==> config.mk <==
export PLATFORM = sky130hd
export DESIGN_NAME = datamem_dp
export DESIGN_NICKNAME = d
export VERILOG_FILES = /design/src/rtl/datamem_pkg.sv /design/src/rtl/datamem_clear_fsm.sv /design/src/rtl/datamem_dp.sv
export SDC_FILE = /design/constraint.sdc
export NUM_CORES = 1
export LEC_CHECK = 0
export BUFFER_PORTS_ARGS = -buffer_cell sky130_fd_sc_hd__buf_4
export CORE_MARGIN = 5
export CORE_UTILIZATION = 60
export CTS_CLUSTER_DIAMETER = 60
export DETAILED_ROUTE_END_ITERATION = 6
export PLACE_DENSITY = 0.79
export SYNTH_ARGS = -nofsm -noshare
export SYNTH_HDL_FRONTEND = slang
export SYNTH_HIERARCHICAL = 1
export SYNTH_SLANG_ARGS = --single-unit
==> constraint.sdc <==
create_clock -name clock -period 3 [get_ports clock]
set_clock_uncertainty 0.05 [all_clocks]
set_input_delay 0.6 -clock clock [delete_from_list [all_inputs] [get_ports clock]]
set_output_delay 0.6 -clock clock [all_outputs]
set_load 0.02 [all_outputs]
==> src/rtl/datamem_pkg.sv <==
// Shared types and default sizes for the dual-read-port data memory.
package datamem_pkg;

    localparam int DATA_W_DEF = 8;
    localparam int ADDR_W_DEF = 4;

    // Sweep engine state: clearing the array, or open for normal writes.
    typedef enum logic {
        SWEEP = 1'b0,
        READY = 1'b1
    } clr_state_e;

endpackage

==> src/rtl/datamem_clear_fsm.sv <==
// Sequential clear engine: walks clear_ptr over every word after reset or clr,
// and tells the array when a user write may be accepted.
module datamem_clear_fsm
    import datamem_pkg::*;
#(
    parameter int ADDR_W = ADDR_W_DEF
) (
    input  logic              clock,
    input  logic              reset,
    input  logic              clr,
    output logic              sweep_we,
    output logic [ADDR_W-1:0] sweep_addr,
    output logic              wr_ok,
    output logic              busy
);

    clr_state_e        state;
    clr_state_e        state_nxt;
    logic [ADDR_W-1:0] clear_ptr;

    // State register; reset always (re)starts a sweep.
    always_ff @(posedge clock) begin
        if (reset) state <= SWEEP;
        else       state <= state_nxt;
    end

    // Next state: leave SWEEP on the edge that clears the last word; clr only counts in READY.
    always_comb begin
        state_nxt = state;
        case (state)
            SWEEP:   if (clear_ptr == '1) state_nxt = READY;
            READY:   if (clr)             state_nxt = SWEEP;
            default: state_nxt = SWEEP;
        endcase
    end

    // Sweep pointer advances once per sweep edge and wraps to 0 after the last word.
    always_ff @(posedge clock) begin
        if (reset)                         clear_ptr <= '0;
        else if (state == SWEEP)           clear_ptr <= clear_ptr + 1'b1;
        else if (clr)                      clear_ptr <= '0;
    end

    // Outputs: no array write of any kind happens on a reset edge or on the clr edge.
    always_comb begin
        busy       = (state == SWEEP);
        sweep_we   = (state == SWEEP) && !reset;
        sweep_addr = clear_ptr;
        wr_ok      = (state == READY) && !clr && !reset;
    end

endmodule

==> src/rtl/datamem_dp.sv <==
// Data memory with one write port and two registered read ports (A: load path,
// B: debug/display), optional write-to-read forwarding and a sweeping clear.
module datamem_dp
    import datamem_pkg::*;
#(
    parameter int               DATA_W    = DATA_W_DEF,
    parameter int               ADDR_W    = ADDR_W_DEF,
    parameter bit               BYPASS    = 1'b1,
    parameter logic [DATA_W-1:0] CLEAR_VAL = '0
) (
    input  logic              clock,
    input  logic              reset,
    input  logic              c17,
    input  logic [ADDR_W-1:0] write_select,
    input  logic [DATA_W-1:0] inp,
    input  logic              clr,
    input  logic [ADDR_W-1:0] read_select_a,
    input  logic [ADDR_W-1:0] read_select_b,
    output logic [DATA_W-1:0] data_out_a,
    output logic [DATA_W-1:0] data_out_b,
    output logic              busy,
    output logic              wr_err
);

    localparam int DEPTH = 1 << ADDR_W;

    logic [DATA_W-1:0] mem [DEPTH];

    logic              sweep_we;
    logic [ADDR_W-1:0] sweep_addr;
    logic              wr_ok;
    logic              user_we;
    logic              mem_we;
    logic [ADDR_W-1:0] mem_waddr;
    logic [DATA_W-1:0] mem_wdata;
    logic [DATA_W-1:0] rd_a_nxt;
    logic [DATA_W-1:0] rd_b_nxt;

    datamem_clear_fsm #(
        .ADDR_W (ADDR_W)
    ) u_clear_fsm (
        .clock      (clock),
        .reset      (reset),
        .clr        (clr),
        .sweep_we   (sweep_we),
        .sweep_addr (sweep_addr),
        .wr_ok      (wr_ok),
        .busy       (busy)
    );

    // Write mux: the sweep owns the port while busy; user writes only when accepted.
    always_comb begin
        user_we   = c17 && wr_ok;
        mem_we    = sweep_we || user_we;
        mem_waddr = sweep_we ? sweep_addr : write_select;
        mem_wdata = sweep_we ? CLEAR_VAL  : inp;
    end

    // Storage array; deliberately not reset, the sweep engine clears it.
    always_ff @(posedge clock) begin
        if (mem_we) mem[mem_waddr] <= mem_wdata;
    end

    // Read selection: forced clear value while busy, forwarding only for a write that really lands.
    always_comb begin
        rd_a_nxt = mem[read_select_a];
        rd_b_nxt = mem[read_select_b];
        if (busy) begin
            rd_a_nxt = CLEAR_VAL;
            rd_b_nxt = CLEAR_VAL;
        end else if (BYPASS && user_we) begin
            if (read_select_a == write_select) rd_a_nxt = inp;
            if (read_select_b == write_select) rd_b_nxt = inp;
        end
    end

    // Registered read ports.
    always_ff @(posedge clock) begin
        if (reset) begin
            data_out_a <= '0;
            data_out_b <= '0;
        end else begin
            data_out_a <= rd_a_nxt;
            data_out_b <= rd_b_nxt;
        end
    end

    // Dropped-write pulse: a write request on any edge that did not accept it.
    always_ff @(posedge clock) begin
        if (reset) wr_err <= 1'b0;
        else       wr_err <= c17 && !wr_ok;
    end

endmodule

==> flow_metrics.env, run 1 <==
export IMPL_grt_usage_pct=26.7
export IMPL_synth_warning_count=6
export IMPL_ant_nets=0
export IMPL_pwr_share_seq_pct=46.6
export IMPL_path_clk_slew_ns=0.07
export IMPL_wl_per_cell_um=28.6
export IMPL_tightest_slew_ns=1.23
export IMPL_grt_first_pass_wirelength_um=27200
export IMPL_dieArea_um2=13900
export IMPL_grt_overflow=0
export IMPL_power_density_nw_per_um2=610
export IMPL_synthTopCellsByCount="128 x edfxtp_1, 62 x mux4_2, 43 x nor2_1, 33 x a22o_1, 22 x dfxtp_1"
export IMPL_syn_nets=436
export IMPL_netlist_area_leader_share_pct=55.2
export IMPL_synth_yosys_seq_area_share_pct=61.5
export IMPL_fin_setup_tns_ns=0
export IMPL_dp_slack_ns=0.514
export IMPL_r2r_setup_slack_ns=0.68
export IMPL_leakage_nw=2.78
export IMPL_grt_antenna_before_repair=0
export IMPL_routabilityCongestion=0.933
export IMPL_cts_resized=0
export IMPL_synth_top_area_cell="edfxtp_1"
export IMPL_critPathKind="flop to flop"
export IMPL_cts_setup_buffers=0
export IMPL_first_global_vias=4312
export IMPL_clk_path_buf_depth=2
export IMPL_ys_ff_latch=150
export IMPL_drc=0
export IMPL_cts_root_buffer="clkbuf_16"
export IMPL_cts_inserted_buffers=17
export IMPL_setup_slack_ns=0.677
export IMPL_cp_arrival_ns=2.32
export IMPL_final_nets=491
export IMPL_io_buffer_count=41
export IMPL_finalMaxSlewViolations=0
export IMPL_avgViaCountPerCell=7.03
export IMPL_num_rows=39
export IMPL_dp_hpwl_um=11700
export IMPL_syn_cell_area_um2=6970
export IMPL_finalHoldViolations=0
export IMPL_clock_sinks=150
export IMPL_cts_hold_buf=0
export IMPL_m1WireLength_um=6630
export IMPL_synth_cell_types=36
export IMPL_num_io_pins=42
export IMPL_power_w=0.00495
export IMPL_grt_start_max_net_pins=27
export IMPL_synth_area_per_cell_um2=17.0
export IMPL_run_status="complete, no violations"
export IMPL_synth_area_leaders="edfxtp_1 55%, mux4_2 20%, dfxtp_1 6.3%"
export IMPL_relSlewSlack_pct=17.5
export IMPL_synth_edf_count=128
export IMPL_syn_to_final_growth_pct=16.5
export IMPL_post_route_period_util_pct=77.4
export IMPL_clk_insertion_delay_late_ns=0.43
export IMPL_clock_fmax_mhz=430
export IMPL_tritoncts="done"
export IMPL_design_core_area_um2=11400
export IMPL_antenna_cells=0
export IMPL_wl_met2_um=8450
export IMPL_slowest_delay_ns=0.66
export IMPL_drive_above_1_share_pct=34.2
export IMPL_clkPwrFrac_pct=45.2
export IMPL_path_max_fanout=8
export IMPL_post_route_min_period_ns=2.32
export IMPL_start_util_pct=61.0
export IMPL_p_switching_w=0.00108
export IMPL_ir_drop_v=0.000444
export IMPL_required_ns=3.00
export IMPL_start_kind="flop"
export IMPL_syn_inst=411
export IMPL_die_h_um=118
export IMPL_drv_cap=0
export IMPL_totalWireLength_um=17800
export IMPL_swShare_pct=21.8
export IMPL_cp_end_kind="flop"
export IMPL_htreeDepth=4
export IMPL_setup_viol=0
export IMPL_async_reset_ff_share_pct=0
export IMPL_drt_pass1_iterations=5
export IMPL_rsz0062_at_grt="false"
export IMPL_combPwrFrac_pct=8.1
export IMPL_vias=4372
export IMPL_slowest_stage="nor2_1"
export IMPL_die_w_um=118
export IMPL_internal_power_w=0.00387
export IMPL_hold_path_class="input pin to flop"
export IMPL_route_met3_wl_um=1830
export IMPL_drt_iter0_drc=609
export IMPL_synth_most_common_cell="edfxtp_1"
export IMPL_highest_layer="met4"
export IMPL_crit_chain="inv_4, nor3_4, nand3_1, nor3b_1, a31oi_1, nor2_1"
export IMPL_synthFlopType="edfxtp_1"
export IMPL_holdWs_ns=0.360
## flip-flops by register name (all words and copies together) (netlist names)
register	flops
u_clear_fsm/sweep_addr	4
mem	128
data_out_b	8
data_out_a	8
wr_err	1
u_clear_fsm/state	1
## critical path, delay by kind of cell (launching register included)
| kind | cells | cell delay (ns) |
|---|---|---|
| AND/OR/NAND/NOR | 4 | 1.16 |
| buffers and inverters | 1 | 0.09 |
| AO/OA/AOI/OAI | 1 | 0.14 |
| flip-flops | 1 | 0.51 |
## path summary, 6_finish.rpt
| kind | end | from | cells after the start |
|---|---|---|---|
| setup / recovery | mem[12][6] | u_clear_fsm/state | 6 |
| hold / removal | u_clear_fsm/sweep_addr[2] | reset | 2 |
| setup reg to reg | mem[12][6] | u_clear_fsm/state | 6 |
| hold reg to reg | u_clear_fsm/sweep_addr[3] | u_clear_fsm/sweep_addr[3] | 2 |
## layout by cell type, fill, tap and decap left out, types with 2 or more instances in the layout
| cell | n |
|---|---|
| buf_4 | 61 |
| inv_1 | 3 |
| nor2_1 | 43 |
| a21oi_1 | 5 |
| clkinv_2 | 3 |
| buf_12 | 2 |
| xor2_1 | 8 |
| nor3b_1 | 3 |
| nor4_4 | 2 |
| a22o_1 | 33 |
| nand2_1 | 5 |
| o21ai_1 | 17 |
| nand3_1 | 17 |
| dfxtp_1 | 22 |
| nor2b_1 | 11 |
| a31oi_1 | 5 |
| clkinv_4 | 3 |
| and2_1 | 2 |
| edfxtp_1 | 128 |
| clkbuf_16 | 21 |
| o32a_1 | 2 |
| clkbuf_8 | 3 |
| nor3_1 | 2 |
| mux4_2 | 62 |
| mux4_1 | 2 |
| a311o_2 | 2 |
## through the flow
stage | cells | util (%) | cell area, um2
final | 622 | 71.1 | 8120
after global routing | 622 | 71.1 | 8120
after CTS | 622 | 71.1 | 8120
after detailed placement | 590 | 65.4 | 7470
after global placement | 590 | 65.4 | 7470
after floorplan | 411 | - | 6970
## logic make-up (layout without fill, tap and decap cells)
group / count (synthesis) / count (layout) / synth area share (%)
buffers and inverters: 31 / 99 / 2.73
DFF: 150 / 150 / 61.5
xor gates and xnor gates: 8 / 8 / 1.01
and+or+nand+nor: 91 / 91 / 6.79
muxes: 64 / 64 / 20.8
AOI/OAI and AO/OA: 66 / 66 / 7.00
adders and majority gates: 1 / 1 / 0.180
## layer usage
metal	global-route usage (%)	vias to the layer above
li1	-	1803
met1	37.5	2186
met2	39.9	322
met3	5.67	61
met4	13.8	0
met5	0	-
## layout make-up
type | instances | area, um2
flip-flops and latches | 150 | 4280
clock inverters | 8 | 78.8
fillers | 685 | 3300
repair buffers | 63 | 498
inverters | 4 | 17.5
multi-input cells | 230 | 2490
well taps | 143 | 179
clock buffers | 24 | 567
## power groups by stage
stage	clock network, W	registers [W]	logic (W)
floorplan	0	0.00235	0.000259
global placement	0	0.00235	0.000384
detailed placement	0	0.00235	0.000393
CTS	0.00225	0.00231	0.000398
global route	0.00236	0.00231	0.000423
finish	0.00224	0.00231	0.000403
Note: power is estimated with default switching activity, not from simulation.
==> run 2, diff against run 1 <==
--- a/config.mk
+++ b/config.mk
@@ -5,12 +5,13 @@
 export SDC_FILE = /design/constraint.sdc
 export NUM_CORES = 1
 export LEC_CHECK = 0
+export ABC_AREA = 1
 export BUFFER_PORTS_ARGS = -buffer_cell sky130_fd_sc_hd__buf_4
 export CORE_MARGIN = 5
 export CORE_UTILIZATION = 60
 export CTS_CLUSTER_DIAMETER = 60
 export DETAILED_ROUTE_END_ITERATION = 6
-export PLACE_DENSITY = 0.79
+export PLACE_DENSITY = 0.78
 export SYNTH_ARGS = -nofsm -noshare
 export SYNTH_HDL_FRONTEND = slang
 export SYNTH_HIERARCHICAL = 1
==> constraint.sdc (replaced) <==
create_clock -name clock -period 2.4 [get_ports clock]
set_clock_uncertainty 0.05 [all_clocks]
set_input_delay 0.48 -clock clock [delete_from_list [all_inputs] [get_ports clock]]
set_output_delay 0.48 -clock clock [all_outputs]
set_load 0.02 [all_outputs]
==> run 2 against run 1 <==
The run now ends with design-rule violations left. Sequential share of layout area decreased by 6.6 points. Worst hold slack got worse by 0.18 ns. Die area increased by 14%. Critical path type unchanged. Largest cell class unchanged. Highest routed layer unchanged.
==> flow_metrics.env, run 2 <==
export IMPL_run_status="complete, but fails checks"
export IMPL_violations="design-rule violations"
export IMPL_reg2reg_depth=6
export IMPL_fin_setup_tns_ns=0
export IMPL_synth_warning_count=6
export IMPL_path_max_fanout=10
export IMPL_synthFlopType="edfxtp_1"
export IMPL_clock_fmax_mhz=480
export IMPL_start_kind="flop"
export IMPL_cts_resized=0
export IMPL_regMostFlops="mem"
export IMPL_totalWireLength_um=24000
export IMPL_num_rows=42
export IMPL_die_h_um=126
export IMPL_cts_root_buffer="clkbuf_16"
export IMPL_final_cell_mix="295 x nand2_1, 246 x nand3_1, 176 x inv_1, 128 x edfxtp_1, 75 x buf_4"
export IMPL_drive_above_1_share_pct=12.0
export IMPL_grt_start_max_net_pins=65
export IMPL_required_ns=2.62
export IMPL_async_reset_ff_share_pct=0
export IMPL_crit_chain="inv_2, nand2_1, inv_2, buf_4, nor2_1, buf_4"
export IMPL_r2r_setup_slack_ns=0.32
export IMPL_finalMaxSlewViolations=0
export IMPL_holdWs_ns=0.179
export IMPL_relSlewSlack_pct=36.3
export IMPL_largestRegisters="mem: 128 flops, data_out_a: 8 flops, data_out_b: 8 flops"
export IMPL_power_density_nw_per_um2=717
export IMPL_post_route_period_util_pct=86.8
export IMPL_critPathKind="flop to flop"
export IMPL_synth_cell_types=26
export IMPL_largest_reg_flops=128
export IMPL_synthAdderAreaFrac_pct=0.155
export IMPL_setup_viol=0
export IMPL_reg2reg_to="mem[3][2]"
export IMPL_synth_most_common_cell="nand2_1"
export IMPL_startpoint="u_clear_fsm/state"
export IMPL_ir_drop_v=0.000558
export IMPL_design_core_area_um2=13200
export IMPL_synth_area_per_cell_um2=8.00
export IMPL_start_util_pct=61.2
export IMPL_endpoint="mem[3][2]"
export IMPL_syn_to_final_growth_pct=14.9
export IMPL_antenna_cells=0
export IMPL_syn_nets=1034
export IMPL_drv_cap=0
export IMPL_ys_ff_latch=150
export IMPL_cp_arrival_ns=2.30
export IMPL_synthTopCellsByCount="295 x nand2_1, 246 x nand3_1, 176 x inv_1, 128 x edfxtp_1, 31 x nor2_1"
export IMPL_drt_pass1_iterations=7
export IMPL_io_buffer_count=41
export IMPL_slowest_stage="nor2_1"
export IMPL_clock_sinks=150
export IMPL_grt_usage_pct=30.3
export IMPL_path_clk_slew_ns=0.06
export IMPL_ant_nets=0
export IMPL_nFillCells=1004
export IMPL_synth_top_area_cell="edfxtp_1"
export IMPL_first_global_vias=6575
export IMPL_whs_path_depth=2
export IMPL_rsz0062_at_grt="false"
export IMPL_synth_area_leaders="edfxtp_1 48%, nand3_1 15%, nand2_1 14%"
export IMPL_num_io_pins=42
export IMPL_cts_hold_buf=0
export IMPL_dp_hpwl_um=15700
export IMPL_drt_iter0_drc=1653
export IMPL_netlist_area_leader_share_pct=47.6
export IMPL_synth_compound_area_share_pct=1.71
export IMPL_die_w_um=126
export IMPL_tritoncts="done"
export IMPL_avgViaCountPerCell=5.86
export IMPL_wl_per_cell_um=19.3
export IMPL_slowest_delay_ns=0.73
export IMPL_synth_simple_area_share_pct=31.6
export IMPL_synth_xor_area_share_pct=0.434
export IMPL_clk_path_buf_depth=2
export IMPL_routabilityCongestion=0.985
export IMPL_syn_inst=1009
export IMPL_leakage_nw=4.52
export IMPL_cp_end_kind="flop"
export IMPL_tightest_slew_ns=0.952
export IMPL_post_route_min_period_ns=2.08
export IMPL_final_common_cell="nand2_1"
export IMPL_muxShareOfSynthArea_pct=0
export IMPL_synth_top_family_by_area="simple AND/OR/NAND/NOR gates"
export IMPL_dieArea_um2=15900
export IMPL_synth_yosys_seq_area_share_pct=53.1
export IMPL_vias=7284
export IMPL_grt_antenna_before_repair=0
export IMPL_cts_setup_buffers=0
export IMPL_power_w=0.00665
export IMPL_clk_insertion_delay_late_ns=0.43
export IMPL_finalHoldViolations=0
export IMPL_cts_inserted_buffers=17
export IMPL_grt_overflow=0
export IMPL_syn_cell_area_um2=8070
export IMPL_grt_first_pass_wirelength_um=36800
export IMPL_synth_edf_count=128
export IMPL_htreeDepth=4
export IMPL_final_nets=1079
export IMPL_drc=13
export IMPL_worstReg2RegStart="u_clear_fsm/state"
export IMPL_hold_path_class="input pin to flop"
==> run 2: cell types whose count changed after synthesis, moves of 8 or more <==
cell / before / now
inv_1: 3 / 176
o21ai_0: 1 / 15
nand2_1: 5 / 295
buf_2: 7 / 27
nor2b_1: 12 / 0
nand3_1: 17 / 246
o21ai_1: 17 / 9
nor2_1: 43 / 31
a22o_1: 33 / 0
buf_4: 2 / 14
inv_2: 0 / 9
mux4_2: 62 / 0
==> run 2: kinds of logic after synthesis <==
kind of cell | count (synthesis)
adders and majority gates | 1
buffers and inverters | 241
AOI/OAI and AO/OA | 27
and+or+nand+nor | 586
DFF | 150
xor gates and xnor gates | 4
==> run 2: cell type report <==
class / instances / area (um2) / share of cell area [%]
Sequential cell: 150 / 4280 / 46.2
Multi-Input combinational cell: 618 / 2740 / 29.5
Inverter: 189 / 719 / 7.76
Timing Repair Buffer: 78 / 623 / 6.72
Clock buffer: 20 / 437 / 4.71
Clock inverter: 12 / 249 / 2.69
Tap cell: 176 / 220 / 2.38
==> run 2: how the worst min path moves through the flow <==
stage / startpoint / slack, ns / to
final: reset / 0.18 / u_clear_fsm/sweep_addr[0]
after global routing: reset / 0.18 / u_clear_fsm/sweep_addr[0]
after CTS: reset / 0.17 / u_clear_fsm/sweep_addr[0]
after detailed placement: u_clear_fsm/sweep_addr[1] / 0.49 / u_clear_fsm/sweep_addr[1]
after global placement: u_clear_fsm/sweep_addr[1] / 0.49 / u_clear_fsm/sweep_addr[1]
after floorplan: u_clear_fsm/sweep_addr[1] / 0.40 / u_clear_fsm/sweep_addr[1]
==> run 2: power by group <==
part	switching (W)	leakage, nW	internal, W
clock network	0.00102	0.329	0.00206
logic	0.000482	2.84	0.000199
registers	0.0000173	1.35	0.00287
==> run 2: metrics by stage <==
stage / util, % / worst slack, ns / cell area, um2 / std cells
floorplan: - / 0.356 / 8070 / 1009
global placement: 65.1 / 0.151 / 8580 / 1211
detailed placement: 65.1 / 0.0986 / 8580 / 1211
CTS: 70.3 / 0.287 / 9270 / 1243
global route: 70.3 / 0.170 / 9270 / 1243
finish: 70.3 / 0.317 / 9270 / 1243
==> run 2: critical path: cells and delay by family (launching register included) <==
kind	cells	cell delay (ns)
buffers and inverters	4	0.68
flip-flops	1	0.36
AND/OR/NAND/NOR	2	0.81
==> run 2: routing by layer <==
layer | part of all wire [%] | track usage [%] | vias to the layer above
met5 | 0 | 0 | -
met4 | 4.4 | 12.2 | 0
met3 | 15 | 9.23 | 103
met2 | 42 | 43.9 | 602
met1 | 39 | 43.0 | 3275
li1 | - | - | 3304
